File: config.mk
export PLATFORM = sky130hd
export DESIGN_NAME = proc_sequencer_flat
export DESIGN_NICKNAME = d
export VERILOG_FILES = /design/src/rtl/proc_sequencer_if.sv /design/src/rtl/proc_sequencer.sv /design/src/flat_wrapper.sv
export SDC_FILE = /design/constraint.sdc
export NUM_CORES = 1
export LEC_CHECK = 0
export ABC_AREA = 1
export BUFFER_PORTS_ARGS = -buffer_cell sky130_fd_sc_hd__clkbuf_2
export CAP_MARGIN = 30
export CORE_ASPECT_RATIO = 0.7
export CORE_MARGIN = 2
export CORE_UTILIZATION = 60
export CTS_CLUSTER_SIZE = 30
export DETAILED_ROUTE_END_ITERATION = 8
export PLACE_DENSITY = 0.83
export SLEW_MARGIN = 25
export SYNTH_ARGS = -nofsm -noshare
export SYNTH_HDL_FRONTEND = slang
export SYNTH_SLANG_ARGS = --single-unit
File: constraint.sdc
create_clock -name clk -period 5.1 [get_ports clk]
set_clock_uncertainty 0.15 [all_clocks]
set_input_delay 1.02 -clock clk [delete_from_list [all_inputs] [get_ports clk]]
set_output_delay 1.02 -clock clk [all_outputs]
set_load 0.01 [all_outputs]
File: src/rtl/proc_sequencer_if.sv
// Host/processor-side bundle for proc_sequencer: push channel, flush/step controls and issue status.
interface proc_sequencer_if #(
  parameter int DEPTH = 4
);
  logic                     in_valid;
  logic                     in_ready;
  logic [15:0]              in_instr;
  logic                     flush;
  logic                     step;
  logic [15:0]              proc_iin;
  logic                     busy;
  logic                     instr_done;
  logic                     illegal;
  logic [15:0]              retired_cnt;
  logic [$clog2(DEPTH):0]   fifo_count;

  modport master (
    output in_valid, in_instr, flush, step,
    input  in_ready, proc_iin, busy, instr_done, illegal, retired_cnt, fifo_count
  );

  modport slave (
    input  in_valid, in_instr, flush, step,
    output in_ready, proc_iin, busy, instr_done, illegal, retired_cnt, fifo_count
  );
endinterface

File: src/rtl/proc_sequencer.sv
// proc_sequencer: FIFO-fed instruction issue controller holding each word on proc_iin for its opcode's cycle count.
// Optional feature macro SEQ_STEP_EN: each word issue additionally waits for the step input.
module proc_sequencer #(
  parameter int          DEPTH      = 4,
  parameter int          MV_CYCLES  = 2,
  parameter int          ALU_CYCLES = 4,
  parameter logic [15:0] IDLE_WORD  = 16'h0000
) (
  input  logic             clk,
  input  logic             resetn,
  proc_sequencer_if.slave  bus
);
  localparam int PW   = $clog2(DEPTH);
  localparam int MAXL = (MV_CYCLES > ALU_CYCLES) ? MV_CYCLES : ALU_CYCLES;
  localparam int CW   = (MAXL > 1) ? $clog2(MAXL) : 1;
  localparam logic [PW:0] CNT_ONE  = (PW+1)'(1);
  localparam logic [PW:0] CNT_FULL = (PW+1)'(DEPTH);

  typedef enum logic {IDLE, EXEC} state_t;

  // Counter preload is L-1 so instr_done lands on the L-th cycle.
  function automatic logic [CW-1:0] hold_of(input logic [2:0] op);
    case (op)
      3'b000, 3'b001: return CW'(MV_CYCLES - 1);
      3'b010, 3'b011: return CW'(ALU_CYCLES - 1);
      default:        return '0;
    endcase
  endfunction

  logic [15:0]   mem [DEPTH];
  logic [PW-1:0] rd_ptr, wr_ptr, rd_inc, rd_nxt;
  logic [PW:0]   count;
  logic [CW-1:0] hold;
  logic [15:0]   retired;
  state_t        state, state_nxt;
  logic          full, push, retire, load, keep, go;
  logic [15:0]   load_word;

`ifdef SEQ_STEP_EN
  assign go = bus.step;
`else
  logic step_unused;
  assign go          = 1'b1;
  assign step_unused = bus.step;
`endif

  assign full   = (count == CNT_FULL);
  assign push   = bus.in_valid && !full && !bus.flush;
  assign retire = (state == EXEC) && (hold == '0);
  assign rd_inc = rd_ptr + PW'(1);
  assign rd_nxt = retire ? rd_inc : rd_ptr;
  // Flush keeps only a head that is still executing after this edge.
  assign keep   = (state == EXEC) && !retire;

  assign bus.in_ready    = !full;
  assign bus.retired_cnt = retired;
  assign bus.fifo_count  = count;

  always_ff @(posedge clk) begin
    if (!resetn) state <= IDLE;
    else         state <= state_nxt;
  end

  // Follow-on word must already be queued before the retire edge.
  always_comb begin
    state_nxt = state;
    load      = 1'b0;
    load_word = mem[rd_ptr];
    case (state)
      IDLE: begin
        if (count != '0 && !bus.flush && go) begin
          state_nxt = EXEC;
          load      = 1'b1;
        end
      end
      EXEC: begin
        if (retire) begin
          load_word = mem[rd_inc];
          if (count > CNT_ONE && !bus.flush && go) load = 1'b1;
          else                                     state_nxt = IDLE;
        end
      end
      default: state_nxt = IDLE;
    endcase
  end

  always_comb begin
    bus.proc_iin   = IDLE_WORD;
    bus.busy       = 1'b0;
    bus.instr_done = 1'b0;
    bus.illegal    = 1'b0;
    if (state == EXEC) begin
      bus.proc_iin   = mem[rd_ptr];
      bus.busy       = 1'b1;
      bus.instr_done = (hold == '0);
      bus.illegal    = mem[rd_ptr][15];
    end
  end

  always_ff @(posedge clk) begin
    if (push) mem[wr_ptr] <= bus.in_instr;
  end

  always_ff @(posedge clk) begin
    if (!resetn) begin
      rd_ptr  <= '0;
      wr_ptr  <= '0;
      count   <= '0;
      hold    <= '0;
      retired <= '0;
    end else begin
      rd_ptr <= rd_nxt;
      if (bus.flush) begin
        wr_ptr <= rd_nxt + PW'(keep);
        count  <= (PW+1)'(keep);
      end else begin
        if (push) wr_ptr <= wr_ptr + PW'(1);
        case ({push, retire})
          2'b10:   count <= count + CNT_ONE;
          2'b01:   count <= count - CNT_ONE;
          default: count <= count;
        endcase
      end
      if (retire) retired <= retired + 16'd1;
      if (load)                             hold <= hold_of(load_word[15:13]);
      else if (state == EXEC && hold != '0) hold <= hold - CW'(1);
    end
  end
endmodule
File: src/flat_wrapper.sv
// flat-port wrapper written by rule: the top's interface ports become plain ports
module proc_sequencer_flat 
#(
  parameter int          DEPTH      = 4,
  parameter int          MV_CYCLES  = 2,
  parameter int          ALU_CYCLES = 4,
  parameter logic [15:0] IDLE_WORD  = 16'h0000
)
  (clk, resetn, bus_in_valid, bus_in_instr, bus_flush, bus_step, bus_in_ready, bus_proc_iin, bus_busy, bus_instr_done, bus_illegal, bus_retired_cnt, bus_fifo_count);
  proc_sequencer_if #(.DEPTH(DEPTH)) bus_i ();
  input  logic clk;
  input  logic resetn;
  input wire logic [$bits(bus_i.in_valid)-1:0] bus_in_valid;
  input wire logic [$bits(bus_i.in_instr)-1:0] bus_in_instr;
  input wire logic [$bits(bus_i.flush)-1:0] bus_flush;
  input wire logic [$bits(bus_i.step)-1:0] bus_step;
  output wire logic [$bits(bus_i.in_ready)-1:0] bus_in_ready;
  output wire logic [$bits(bus_i.proc_iin)-1:0] bus_proc_iin;
  output wire logic [$bits(bus_i.busy)-1:0] bus_busy;
  output wire logic [$bits(bus_i.instr_done)-1:0] bus_instr_done;
  output wire logic [$bits(bus_i.illegal)-1:0] bus_illegal;
  output wire logic [$bits(bus_i.retired_cnt)-1:0] bus_retired_cnt;
  output wire logic [$bits(bus_i.fifo_count)-1:0] bus_fifo_count;
  assign bus_i.in_valid = bus_in_valid;
  assign bus_i.in_instr = bus_in_instr;
  assign bus_i.flush = bus_flush;
  assign bus_i.step = bus_step;
  assign bus_in_ready = bus_i.in_ready;
  assign bus_proc_iin = bus_i.proc_iin;
  assign bus_busy = bus_i.busy;
  assign bus_instr_done = bus_i.instr_done;
  assign bus_illegal = bus_i.illegal;
  assign bus_retired_cnt = bus_i.retired_cnt;
  assign bus_fifo_count = bus_i.fifo_count;
  proc_sequencer #(.DEPTH(DEPTH), .MV_CYCLES(MV_CYCLES), .ALU_CYCLES(ALU_CYCLES), .IDLE_WORD(IDLE_WORD)) u_core (.clk(clk), .resetn(resetn), .bus(bus_i));
endmodule
==> run metrics <==
status=finished clean; I/O Buffers=between 50 and 60; number of buffers and inverters on the critical path=3; Root Driver=clkbuf_8; Worst Hold Launch=u_core.bus.retired_cnt[9]; CTS clk-pin slew, worst paths=~0.09 ns; RSZ-0062 raised after global routing=false; worst r2r src=u_core.hold[0]; Seq/Total Area, Yosys=0.594; Tcrit/Tclk final=0.681; DR iter-0 viols=between 300 and 400; Cells after DPL=~600; total power=approximately 0.0014 W; vias in the first global route=roughly 3.1k; pin count of the biggest net entering global routing=38; die height=around 73 um; measured slew at the worst slew-check pin=0.836 ns; first-pass GRT wire length=13700 um; synthesized area per cell=roughly 9.3 um^2; Final min period=3.47 ns; Fillers=502; crit-path max cell delay=~0.75 ns; Synth Register Bits=90; Vias/cell=5.35; r2r worst-path depth=10; area of the die=approximately 0.0075 mm^2; routability cong.=between 0.8 and 0.9; Power Dens Cells=roughly 300 mW/mm^2; Fmax=between 200 and 300 MHz; global route overflow=0; Worst Hold Class=reg2reg; H-tree depth=3; Final ANT Viol Nets=0; clk buf depth=2; R2R setup slack=about 2.6 ns; clk sink count=90; gr usage total=0.238; CTS tree=done; WL final=8440 um; Mapped Cells=441; crit-path cells=buf_4 > inv_2 > nand2_1 > nand3_1 > nand2_1 > nor2_1 > clkbuf_2; yosys warns=0; Post-Layout Cell Count=between 500 and 600; setup violators final=0; number of antenna violations at the first check in global routing=0; layout cells sized above 1=0.176; post-route setup TNS=0 ns; critical-path maximum fanout=37; final design utilization=0.700; Syn Nets=approximately 480; VDD IR max=roughly 0.2 mV; most frequent cells in the layout=nor2_1, nand2_1, edfxtp_1; CP max stage cell=dfxtp_1; final instance area=0.00469 mm^2; NumNets Final=about 530; critical path data arrival time=roughly 2.3 ns; relative slew slack=0.442; Leak Pwr=about 2.0 nW; mean routed wirelength per cell=roughly 14 um; Max Cap Viol=0; DRT Pass-1 Iters=5; Crit path max-delay family=buffers and inverters; crit-path most repeated cell=nand2_1; Hold Path Depth=2; Rows=25; post_cts resized=0; CTS buffer count=9; Worst EP required=around 3.9 ns; diode count=0; Post-DP Area=0.00449 mm^2; Core ar.=approximately 0.0067 mm^2; WHS Endpoint=u_core.bus.retired_cnt[9]; I/O pin count=60; CP Launch Type=register; element type at the critical path end=output port; Crit Path Class=reg2out; dpl hpwl=around 5500 um; Initial Utilization=0.614; synth unique cells=31; Hold Violations, Final=0; synthesized area=0.00411 mm^2; Syn-to-layout area delta=14.0%; # DRC=0; Die W=103 um; Skew-Pair Late Insertion Delay=roughly 0.36 ns; post-CTS setup buffer count=0; reg-to-reg endpoint=u_core.bus.fifo_count[2]; cts hold-fix bufs=0; commonest non-fill, non-tap cell in the layout=nor2_1; Max Slew Vio Count=0; routed via count=roughly 3.2k
-- metrics by stage --
step | worst slack (ns) | hold slack (ns)
after global placement | 2.07 | 0.331
after floorplan | 2.56 | 0.351
after detailed placement | 2.00 | 0.338
after global routing | 1.43 | 0.385
final | 1.63 | 0.360
after CTS | 1.60 | 0.357
-- per-layer routing --
metal	global-route usage	wire length (um)	vias up
li1	-	-	1589
met1	0.308	3690	1489
met2	0.393	4100	117
met3	0.0580	547	10
met4	0.0936	95	0
met5	0	0	-
-- worst min-delay path: stages, from the launching register on --
cell and delay, ns:
dfxtp_1 0.35, inv_1 0.07, a21oi_1 0.05
-- sequential cells by signal (all words and copies together), names as in the netlist --
signal / count
u_core.mem: 64
u_core.bus.retired_cnt: 16
u_core.bus.fifo_count: 3
u_core.hold: 2
u_core.rd_ptr: 2
u_core.wr_ptr: 2
u_core.state: 1
-- cell type report --
type	count	area (um^2)	area share
clock inverters	7	76.3	0.0163
clock buffers	9	124	0.0264
well taps	94	118	0.0251
flip-flops and latches	90	2440	0.521
repair buffers	63	328	0.0699
multi-input cells	291	1430	0.305
inverters	45	169	0.0360
-- Yosys cell counts (all sizes together) --
master	count	share of area
ha	13	0.040
clkbuf	6	0.0055
o21ai	39	0.047
nand3	18	0.022
edfxtp	64	0.47
nor3b	1	0.0018
dfxtp	26	0.13
o21a	3	0.0055
nand2	82	0.075
a21oi	29	0.035
xor2	3	0.0064
o31ai	1	0.0018
nor3	6	0.013
a31oi	3	0.0046
nand4	5	0.0091
nand3b	2	0.0046
inv	44	0.040
a21boi	1	0.0018
clkinv	1	0.00091
nor2	84	0.078
a221oi	1	0.0021
buf	9	0.012
-- worst max-delay path by stage --
| stage | start | to | slack, ns | cells past startpoint |
|---|---|---|---|---|
| final | u_core.rd_ptr[0] | bus_illegal | 1.63 | 7 |
| after global routing | u_core.rd_ptr[0] | bus_illegal | 1.43 | 7 |
| after CTS | u_core.rd_ptr[0] | bus_proc_iin[14] | 1.60 | 6 |
| after detailed placement | u_core.rd_ptr[0] | bus_proc_iin[14] | 2.00 | 6 |
| after global placement | u_core.rd_ptr[0] | bus_proc_iin[14] | 2.07 | 6 |
| after floorplan | bus_flush | u_core.mem[0][0] | 2.56 | 3 |
-- logic make-up after synthesis --
group,Yosys count,share of synthesized area
AND/OR/NAND/NOR,198,0.204
AO/OA/AOI/OAI,77,0.0986
flip-flops,90,0.594
buffers and inverters,60,0.0581
XOR/XNOR,3,0.00639
adder cells (fa/ha/maj),13,0.0396
-- report_power, final --
part           internal [W]  total (W)  leakage, nW  switching, W
Clock              0.000231   0.000486        0.103      0.000255
Combinational     0.0000360   0.000107         1.06     0.0000713
Sequential         0.000798   0.000808        0.792     0.0000101
Total               0.00106    0.00140         1.96      0.000336
Note: power is estimated with default switching activity, not from simulation.
